--- config.mk ---
export PLATFORM = sky130hd
export DESIGN_NAME = aes_ctr_stream_flat
export DESIGN_NICKNAME = d
export VERILOG_FILES = /design/src/rtl/aes_ctr_stream_if.sv /design/src/rtl/aes_ctr_stream.sv /design/src/flat_wrapper.sv
export SDC_FILE = /design/constraint.sdc
export NUM_CORES = 2
export LEC_CHECK = 0
export CORE_ASPECT_RATIO = 0.7
export CORE_MARGIN = 2
export CORE_UTILIZATION = 44
export DETAILED_ROUTE_END_ITERATION = 8
export PLACE_DENSITY = 0.69
export RECOVER_POWER = 25
export REMOVE_ABC_BUFFERS = 1
export SYNTH_ARGS = -nofsm -noshare
export SYNTH_HDL_FRONTEND = slang
export SYNTH_SLANG_ARGS = --single-unit
--- constraint.sdc ---
create_clock -name clk -period 23.1 [get_ports clk]
set_clock_uncertainty 0.15 [all_clocks]
set_input_delay 4.62 -clock clk [delete_from_list [all_inputs] [get_ports clk]]
set_output_delay 4.62 -clock clk [all_outputs]
set_load 0.01 [all_outputs]
--- src/rtl/aes_ctr_stream_if.sv ---
// Plaintext-in / ciphertext-out valid-ready stream pair for the AES-CTR wrapper.
// The slave modport is the wrapper's view. The master modport is the system data path's view.
interface aes_ctr_stream_if;
    logic         in_valid;
    logic         in_ready;
    logic [127:0] in_data;
    logic         out_valid;
    logic         out_ready;
    logic [127:0] out_data;

    modport master (
        output in_valid, in_data, out_ready,
        input  in_ready, out_valid, out_data
    );

    modport slave (
        input  in_valid, in_data, out_ready,
        output in_ready, out_valid, out_data
    );
endinterface

--- src/rtl/aes_ctr_stream.sv ---
// Generic single-clock FIFO. The head word is visible combinationally.
// Latency: a pushed word is at the head one cycle later.
// Backpressure: a push while full is dropped and flagged on overflow. A pop while empty is ignored.
module aes_ctr_fifo #(
    parameter int WIDTH = 128,
    parameter int DEPTH = 16
) (
    input  logic                   clk,
    input  logic                   reset,
    input  logic                   push_vld,
    input  logic [WIDTH-1:0]       push_dat,
    input  logic                   pop_vld,
    output logic [WIDTH-1:0]       head_dat,
    output logic [$clog2(DEPTH):0] count,
    output logic                   overflow
);
    localparam int AW = $clog2(DEPTH);

    logic [WIDTH-1:0] mem [DEPTH];
    logic [AW-1:0]    wr_ptr;
    logic [AW-1:0]    rd_ptr;
    logic             full;
    logic             push_ok;
    logic             pop_ok;

    assign full     = (count == (AW+1)'(DEPTH));
    assign push_ok  = push_vld & ~full;
    assign pop_ok   = pop_vld & (count != '0);
    assign overflow = push_vld & full;
    assign head_dat = mem[rd_ptr];

    always_ff @(posedge clk) begin
        if (push_ok) begin
            mem[wr_ptr] <= push_dat;
        end
    end

    always_ff @(posedge clk) begin
        if (reset) begin
            wr_ptr <= '0;
            rd_ptr <= '0;
            count  <= '0;
        end else begin
            if (push_ok) wr_ptr <= wr_ptr + AW'(1);
            if (pop_ok)  rd_ptr <= rd_ptr + AW'(1);
            case ({push_ok, pop_ok})
                2'b10:   count <= count + (AW+1)'(1);
                2'b01:   count <= count - (AW+1)'(1);
                default: ;
            endcase
        end
    end
endmodule

// AES-128 CTR streaming wrapper: issues counter blocks to the core and XORs the buffered keystream with plaintext.
// Latency: one register stage from the plaintext/keystream join to out_data. Throughput is one block per cycle.
// Backpressure: core issue is credit-limited by FIFO space. in_ready follows the keystream supply and out_ready.
module aes_ctr_stream #(
    parameter int CTR_WIDTH    = 32,
    parameter int CORE_LATENCY = 11,
    parameter int FIFO_DEPTH   = 16,
    parameter int LEN_WIDTH    = 16
) (
    input  logic                 clk,
    input  logic                 reset,
    input  logic                 start,
    input  logic [127:0]         key,
    input  logic [127:0]         iv,
    input  logic [LEN_WIDTH-1:0] num_blocks,
    aes_ctr_stream_if.slave      strm,
    output logic                 busy,
    output logic                 done,
    output logic                 ctr_wrapped,
    output logic                 err_overflow,
    output logic                 core_start,
    output logic [127:0]         core_key,
    input  logic                 core_key_ready,
    output logic                 core_in_valid,
    output logic [127:0]         core_in_block,
    input  logic                 core_out_valid,
    input  logic [127:0]         core_out_block
);
    localparam int CW = $clog2(FIFO_DEPTH) + 1;
    localparam int IW = $clog2(CORE_LATENCY + 1);

    typedef enum logic [2:0] {IDLE, KEYWAIT, RUN, DRAIN, FIN} state_t;

    state_t               state;
    logic [127:0]         ctr_blk;
    logic [LEN_WIDTH-1:0] num_q;
    logic [LEN_WIDTH-1:0] issued;
    logic [LEN_WIDTH-1:0] delivered;
    logic [IW-1:0]        inflight;
    logic [CW-1:0]        fifo_count;
    logic [127:0]         fifo_head;
    logic                 fifo_ovf;
    logic [CW:0]          credit_used;
    logic                 issue;
    logic                 ks_vld;
    logic                 fire;
    logic                 run_or_drain;

    // Credit covers blocks already buffered plus those still inside the core.
    assign credit_used   = {1'b0, fifo_count} + (CW+1)'(inflight);
    assign issue         = (state == RUN) && (issued < num_q) &&
                           (credit_used < (CW+1)'(FIFO_DEPTH));
    assign core_in_valid = issue;
    assign core_in_block = ctr_blk;

    // With nothing in flight, any returning block belongs to an abandoned message.
    assign ks_vld        = core_out_valid && (inflight != '0);

    assign run_or_drain  = (state == RUN) || (state == DRAIN);
    assign strm.in_ready = run_or_drain && (fifo_count != '0) &&
                           (!strm.out_valid || strm.out_ready);
    assign fire          = strm.in_valid && strm.in_ready;
    assign busy          = (state != IDLE);

    aes_ctr_fifo #(
        .WIDTH (128),
        .DEPTH (FIFO_DEPTH)
    ) u_ks_fifo (
        .clk      (clk),
        .reset    (reset),
        .push_vld (ks_vld),
        .push_dat (core_out_block),
        .pop_vld  (fire),
        .head_dat (fifo_head),
        .count    (fifo_count),
        .overflow (fifo_ovf)
    );

    always_ff @(posedge clk) begin
        if (reset) begin
            state         <= IDLE;
            ctr_blk       <= '0;
            num_q         <= '0;
            issued        <= '0;
            delivered     <= '0;
            inflight      <= '0;
            core_key      <= '0;
            core_start    <= 1'b0;
            done          <= 1'b0;
            ctr_wrapped   <= 1'b0;
            err_overflow  <= 1'b0;
            strm.out_valid <= 1'b0;
            strm.out_data  <= '0;
        end else begin
            core_start <= 1'b0;
            done       <= (state == FIN);

            if (issue) begin
                ctr_blk[CTR_WIDTH-1:0] <= ctr_blk[CTR_WIDTH-1:0] + CTR_WIDTH'(1);
                issued                 <= issued + LEN_WIDTH'(1);
                // A later block whose low field is zero means the field rolled over.
                if ((issued != '0) && (ctr_blk[CTR_WIDTH-1:0] == '0)) begin
                    ctr_wrapped <= 1'b1;
                end
            end

            case ({issue, ks_vld})
                2'b10:   inflight <= inflight + IW'(1);
                2'b01:   inflight <= inflight - IW'(1);
                default: ;
            endcase

            if (fifo_ovf) begin
                err_overflow <= 1'b1;
            end

            if (fire) begin
                strm.out_data  <= strm.in_data ^ fifo_head;
                strm.out_valid <= 1'b1;
                delivered      <= delivered + LEN_WIDTH'(1);
            end else if (strm.out_ready) begin
                strm.out_valid <= 1'b0;
            end

            case (state)
                IDLE: begin
                    if (start) begin
                        issued      <= '0;
                        delivered   <= '0;
                        ctr_wrapped <= 1'b0;
                        if (num_blocks != '0) begin
                            core_key   <= key;
                            ctr_blk    <= iv;
                            num_q      <= num_blocks;
                            core_start <= 1'b1;
                            state      <= KEYWAIT;
                        end else begin
                            state <= FIN;
                        end
                    end
                end
                KEYWAIT: if (core_key_ready) state <= RUN;
                RUN:     if (issued == num_q) state <= DRAIN;
                DRAIN:   if ((delivered == num_q) && !strm.out_valid) state <= FIN;
                FIN:     state <= IDLE;
                default: state <= IDLE;
            endcase
        end
    end
endmodule

--- src/flat_wrapper.sv ---
// flat-port wrapper written by rule: the top's interface ports become plain ports
module aes_ctr_stream_flat 
#(
    parameter int CTR_WIDTH    = 32,
    parameter int CORE_LATENCY = 11,
    parameter int FIFO_DEPTH   = 16,
    parameter int LEN_WIDTH    = 16
)
  (clk, reset, start, key, iv, num_blocks, busy, done, ctr_wrapped, err_overflow, core_start, core_key, core_key_ready, core_in_valid, core_in_block, core_out_valid, core_out_block, strm_in_valid, strm_in_data, strm_out_ready, strm_in_ready, strm_out_valid, strm_out_data);
  aes_ctr_stream_if strm_i ();
  input  logic clk;
  input  logic reset;
  input  logic start;
  input  logic [127:0] key;
  input  logic [127:0] iv;
  input  logic [LEN_WIDTH-1:0] num_blocks;
  output logic busy;
  output logic done;
  output logic ctr_wrapped;
  output logic err_overflow;
  output logic core_start;
  output logic [127:0] core_key;
  input  logic core_key_ready;
  output logic core_in_valid;
  output logic [127:0] core_in_block;
  input  logic core_out_valid;
  input  logic [127:0] core_out_block;
  input wire logic [$bits(strm_i.in_valid)-1:0] strm_in_valid;
  input wire logic [$bits(strm_i.in_data)-1:0] strm_in_data;
  input wire logic [$bits(strm_i.out_ready)-1:0] strm_out_ready;
  output wire logic [$bits(strm_i.in_ready)-1:0] strm_in_ready;
  output wire logic [$bits(strm_i.out_valid)-1:0] strm_out_valid;
  output wire logic [$bits(strm_i.out_data)-1:0] strm_out_data;
  assign strm_i.in_valid = strm_in_valid;
  assign strm_i.in_data = strm_in_data;
  assign strm_i.out_ready = strm_out_ready;
  assign strm_in_ready = strm_i.in_ready;
  assign strm_out_valid = strm_i.out_valid;
  assign strm_out_data = strm_i.out_data;
  aes_ctr_stream #(.CTR_WIDTH(CTR_WIDTH), .CORE_LATENCY(CORE_LATENCY), .FIFO_DEPTH(FIFO_DEPTH), .LEN_WIDTH(LEN_WIDTH)) u_core (.clk(clk), .reset(reset), .start(start), .key(key), .iv(iv), .num_blocks(num_blocks), .strm(strm_i), .busy(busy), .done(done), .ctr_wrapped(ctr_wrapped), .err_overflow(err_overflow), .core_start(core_start), .core_key(core_key), .core_key_ready(core_key_ready), .core_in_valid(core_in_valid), .core_in_block(core_in_block), .core_out_valid(core_out_valid), .core_out_block(core_out_block));
endmodule
## After elaboration in Yosys (flattened, before gate mapping)

Memories as Yosys holds them, arrays and structs flattened. A register that Yosys moved wholly into a read port is not among the register bits.
Cells that the tools add are included.

| operators by class | value |
|---|---|
| bitwise operators | 7 |
| reduce and logical (&&, ||, !) cells | 24 |
| eq/ne operators | 15 |
| order comparisons | 2 |
| mux-type cells | 29 |
| add/subtract/negate cells | 10 |

Operator list:

| operator | count |
|---|---|
| $mux W32 | 4 |
| $xor A128 B128 Y128 | 1 |
| $mux W16 | 6 |
| $add A16 B1 Y16 const B | 2 |
| $add A32 B1 Y32 const B | 1 |
| $eq A16 B16 Y1 | 2 |
| $logic_not A32 Y1 | 1 |
| $reduce_bool A16 Y1 | 2 |
| $lt A16 B16 Y1 | 1 |
| $mux W3 | 5 |
| $add A4 B1 Y4 const B | 3 |
| $pmux W3 S4 | 1 |
| $pmux W5 S2 | 1 |
| $mux W1 | 9 |
| $logic_and A1 B1 Y1 | 8 |
| $mux W4 | 2 |
| $ne A2 B2 Y1 const B | 4 |
| $pmux W4 S2 | 1 |
| $add A5 B4 Y6 | 1 |
| $eq A3 B2 Y1 const B | 2 |
| $lt A6 B5 Y1 const B | 1 |
| $reduce_bool A2 Y1 | 3 |
| $add A5 B1 Y5 const B | 1 |
| $eq A5 B5 Y1 const B | 1 |
| other kinds (17) | 24 |

| word-level totals | value |
|---|---|
| logic and storage cells | 105 |
| register bits | 457 |
| memories kept | 1 |
| bits in writable memories | 2,048 |

Memories:

| memory | depth | width | rd ports | clocked after Yosys merged registers in | write ports | line | RTL |
|---|---|---|---|---|---|---|---|
| u_core.u_ks_fifo.mem | 16 | 128 | 1 | 1 | 1 | aes_ctr_stream.sv:19 | `logic [WIDTH-1:0] mem [DEPTH];` |

## Logic depth before layout (Yosys ltp)

| depth | value |
|---|---|
| depth in word-level cells | 8 |
| gate-level depth with buffers | 17 |
| depth with buffers taken out | 14 |

## Cells and area by module

From an unflattened synthesis, not the netlist that was laid out.

| second synthesis, totals | value |
|---|---|
| cell total of the unflattened synthesis | 5,335 |
| area total of the unflattened synthesis | 96,273.6 um^2 |

By module, submodules not included:

| module | cells each | area an instance (um^2) | instances |
|---|---|---|---|
| aes_ctr_fifo | 3,157 | 78,099.9 | 1 |
| aes_ctr_stream | 2,178 | 18,173.7 | 1 |

## Worst setup path before layout

OpenSTA, ideal clock, no wires.

| timing | value |
|---|---|
| path type | input-to-reg |
| start point | input core_out_valid |
| end point | memory u_core.u_ks_fifo.mem[3][0], enable pin |
| cell stages on the path | 4 |
| slack | 8,025 ps |
| data arrival time | 14,153 ps |
| setup time | 772 ps |
| path through | o41a_1 > a21boi_1 > nand2_1 > nor3_1 |

| between the ends | value |
|---|---|
| cells in the longest elaborated chain, start to end | 4 |

Ends and longest elaborated chain:

| element | line | RTL |
|---|---|---|
| from (decl) | flat_wrapper.sv:26 | `input logic core_out_valid;` |
| $logic_and A1 B1 Y1 | aes_ctr_stream.sv:111 | `assign ks_vld = core_out_valid && (inflight != '0);` |
| $and A1 B1 Y1 | aes_ctr_stream.sv:27 | `assign push_ok = push_vld & ~full;` |
| $mux W1 | aes_ctr_stream.sv:33 | `if (push_ok) begin` |
| $mux W1 (not written as such) | aes_ctr_stream.sv:34 | `mem[wr_ptr] <= push_dat;` |
| to (decl) | aes_ctr_stream.sv:19 |  |

No other way between the ends.

## Worst setup path after layout

| timing | value |
|---|---|
| start point | input strm_out_ready |
| end point | output strm_in_ready |

| between the ends | value |
|---|---|
| cells in the longest elaborated chain, start to end | 2 |

Ends and longest elaborated chain:

| element | line | RTL |
|---|---|---|
| from (decl) | flat_wrapper.sv:30 | `input wire logic [$bits(strm_i.out_ready)-1:0] strm_out_ready;` |
| $logic_or A1 B1 Y1 | aes_ctr_stream.sv:115 | `(!strm.out_valid \|\| strm.out_ready);` |
| $logic_and A1 B1 Y1 | aes_ctr_stream.sv:114 | `assign strm.in_ready = run_or_drain && (fifo_count != '0) &&` |
| to (decl) | flat_wrapper.sv:31 | `output wire logic [$bits(strm_i.in_ready)-1:0] strm_in_ready;` |

No other way between the ends.

==> flow_summary.toml <==
[placement]
dpl_cell_area_sq_um = 108300
gp_congestion = 0.9610
dp_slack_ns = 12.40
portBuffers = 926
dp_hpwl_um = 148500

[timing]
finalWorstSetupSlack_ns = 12.41
finalHoldViolations = 0
slew_headroom = 0.1969
setup_tns_ns = 0
rsz0062_at_grt = "false"
whs_ns = 0.3031
timing.final.crit_share = 0.4629
max_freq_mhz = 93.51
drv_slew = 0
worst_slew_pin_slew_ns = 1.202
setup_violations = 0
layout_min_cycle_time_ns = 10.69

[layout]
synthToLayoutAreaGrowth_pct = 20.90
final_area_sq_um = 116000
drive_above_1_share = 0.1587
regArea_sq_um = 70740
final_cell_mix = "2048 x edfxtp_1, 833 x clkdlybuf4s50_1, 572 x mux4_2"
num-fill-cells = 17010
fin_nets = 6844
layout_commonest_cell = "edfxtp_1"
multi_input_area_sq_um = 23820

[clocking]
cts.htree.levels = 4
cts.clk_slew.worst_paths_ns = 0.07
postCtsHoldBufs = 0
clock_path_buffers = 4
cts_tree = "yes"
cts_buffers = 232
clkSinkCount = 2509
clk_latency_ns = 0.86
clockRootBuffer = "clkbuf_16"
post-cts-setup-buffers = 0
cts_resized = 0

[detailed_routing]
dr_total_vias = 53330
antenna_left = 0
dr.pass1.iters = 6
drt_iter0_drc = 6070
drcViolationCount = 0
wl_um = 252900
wl_per_cell_um = 26.94
viasPerCell = 5.680

[run_status]
status = "complete, no violations"

[setup_path]
cp.required_ns = 18.33
critPathMaxFanout = 2
cp-startpoint = "strm_out_ready"
worstPathArrival_ns = 5.92
critPathKind = "input port to output pin"
r2r_setup_slack_ns = 17.39
startpoint_type = "input port"
cp-end-kind = "output pin"
reg2reg_to = "u_core.strm.out_data[19]"
rr_worst_depth = 9
crit_end = "strm_in_ready"

[grt]
grt_first_pass_wirelength_um = 365800
grt_max_degree = 144
grt_usage = 0.2242
met2_usage = 0.3429
grt_remaining_overflow = 0
grt_pass1_vias = 52450
antenna_found_initial = 75
top_usage_layer = "met2"
use_met1 = 0.3241
grtUsageMet3 = 0.04925

[floorplanning]
start_util = 0.4424
core-area_sq_um = 216900
dieHeight_um = 394.7
die_w_um = 562.1
rows = 143
die_area_sq_um = 221900
ios = 927

[yosys]
syn-cell-area_sq_um = 95940
synth_area_per_cell_sq_um = 17.93
yosysUniqueCellTypes = 60
synth_compound_area_frac = 0.04469
synthXorXnorAreaFrac = 0.01588
synth.area.mux_share = 0.1416
synth_top_family_by_area = "multiplexers"
synth_fa_ha_area_frac = 0.004903
synth-main-ff-cell = "edfxtp_1"
synthArstFlopShare = 0
synth_edf_count = 2048
yosys_warnings = 0
synthSimpleGateAreaFrac = 0.03976
ys_ff_latch = 2509
syn_inst = 5352
synth.yosys.seq_area_share = 0.7372

[worst_hold_path]
hp-class = "flop to flop"
holdPathStages = 2

[power_and_ir_drop]
p_leak_nw = 35.91
ir_drop_v = 0.00006253
power.density_nw_per_um2 = 91.21

[run]
maxCapViolations = 0
==> cells in the mapped netlist (all sizes together) (2+ instances only) <==
master	instances	share of area
nand3	27	0.0014
or3	9	0.00059
mux2i	70	0.0073
ha	36	0.0047
and2	3	0.00020
xnor2	148	0.014
nor2b	77	0.0050
nor3	23	0.0013
or2	2	0.00013
xor2	26	0.0024
edfxtp	2048	0.64
and3	9	0.00059
o21ai	139	0.0073
inv	45	0.0018
nor4b	4	0.00037
nor2	92	0.0036
or4b	2	0.00021
clkbuf	229	0.0090
buf	94	0.0052
nand2	520	0.020
a31oi	4	0.00026
dfxtp	461	0.096
and4	2	0.00018
nand3b	2	0.00016
a31o	2	0.00018
nand2b	3	0.00020
a21boi	2	0.00016
o21a	2	0.00016
o31ai	27	0.0021
a2111oi	2	0.00018
or4	27	0.0021
a211oi	74	0.0058
a21oi	474	0.025
mux4	572	0.13
a21o	3	0.00023
nand4	23	0.0015
nor4	27	0.0018
o211ai	2	0.00016
a311oi	23	0.0021
o211a	3	0.00031
==> flip-flops by register name (all words and copies together) (netlist names), 3 cells and up, named ones only <==
signal	cells
u_core.core_in_block	128
u_core.core_key	128
u_core.delivered	16
u_core.inflight	4
u_core.issued	16
u_core.num_q	16
u_core.state	3
u_core.strm.out_data	128
u_core.u_ks_fifo.count	5
u_core.u_ks_fifo.mem	2048
u_core.u_ks_fifo.rd_ptr	4
u_core.u_ks_fifo.wr_ptr	4
==> logic make-up (layout without fill, tap and decap cells) <==
family	Yosys count	after routing
flip-flops	2509	2509
AND/OR/NAND/NOR	854	854
AO/OA/AOI/OAI	767	767
multiplexers	642	642
buffers and inverters	369	1480
XOR/XNOR	174	174
adder cells (fa/ha/maj)	37	37
other	0	26
==> metal layers <==
metal | part of all wire | vias up
met3 | 0.087 | 433
met4 | 0.026 | 38
met1 | 0.42 | 27590
met5 | 0.00098 | -
li1 | - | 22990
met2 | 0.46 | 2271
==> power by group <==
| group | switching [W] | internal, W |
|---|---|---|
| logic | 0.000827 | 0.000649 |
| registers | 0.000129 | 0.00512 |
| clock network | 0.00166 | 0.00220 |
| total | 0.00262 | 0.00796 |
==> worst min path at each step <==
stage / startpoint / endpoint / slack (ns)
4_1_cts: u_core.core_key[124] / u_core.core_key[124] / 0.30
6_report: u_core.core_in_block[90] / u_core.core_in_block[90] / 0.30
5_1_grt: u_core.core_in_block[59] / u_core.core_in_block[59] / 0.32
3_3_place_gp: u_core.core_in_block[122] / u_core.core_in_block[122] / 0.29
2_1_floorplan: u_core.num_q[11] / u_core.num_q[11] / 0.31
3_5_place_dp: u_core.core_in_block[90] / u_core.core_in_block[90] / 0.30
==> per-stage QoR <==
step	instances	power [W]	util
final	9389	0.01058	0.5349
after global placement	8938	0.006792	0.4996
after floorplan	5029	0.006287	-
after global routing	9378	0.01096	0.5348
after CTS	9363	0.01066	0.5346
after detailed placement	8938	0.006820	0.4996
==> layout make-up <==
class                           instances  area share
Antenna cell                           26   0.0005609
Clock buffer                          293     0.05335
Clock inverter                        132     0.01210
Inverter                               46    0.001575
Multi-Input combinational cell       2474      0.2054
Sequential cell                      2509      0.6099
Tap cell                             2900     0.03128
Timing Repair Buffer                 1009     0.08586
==> critical path: stages <==
cell	delay, ns
clkdlybuf4s50_1	0.45
nand2b_1	0.12
o211a_1	0.19
clkdlybuf4s50_1	0.54
Power figures use the tool's default switching activity.
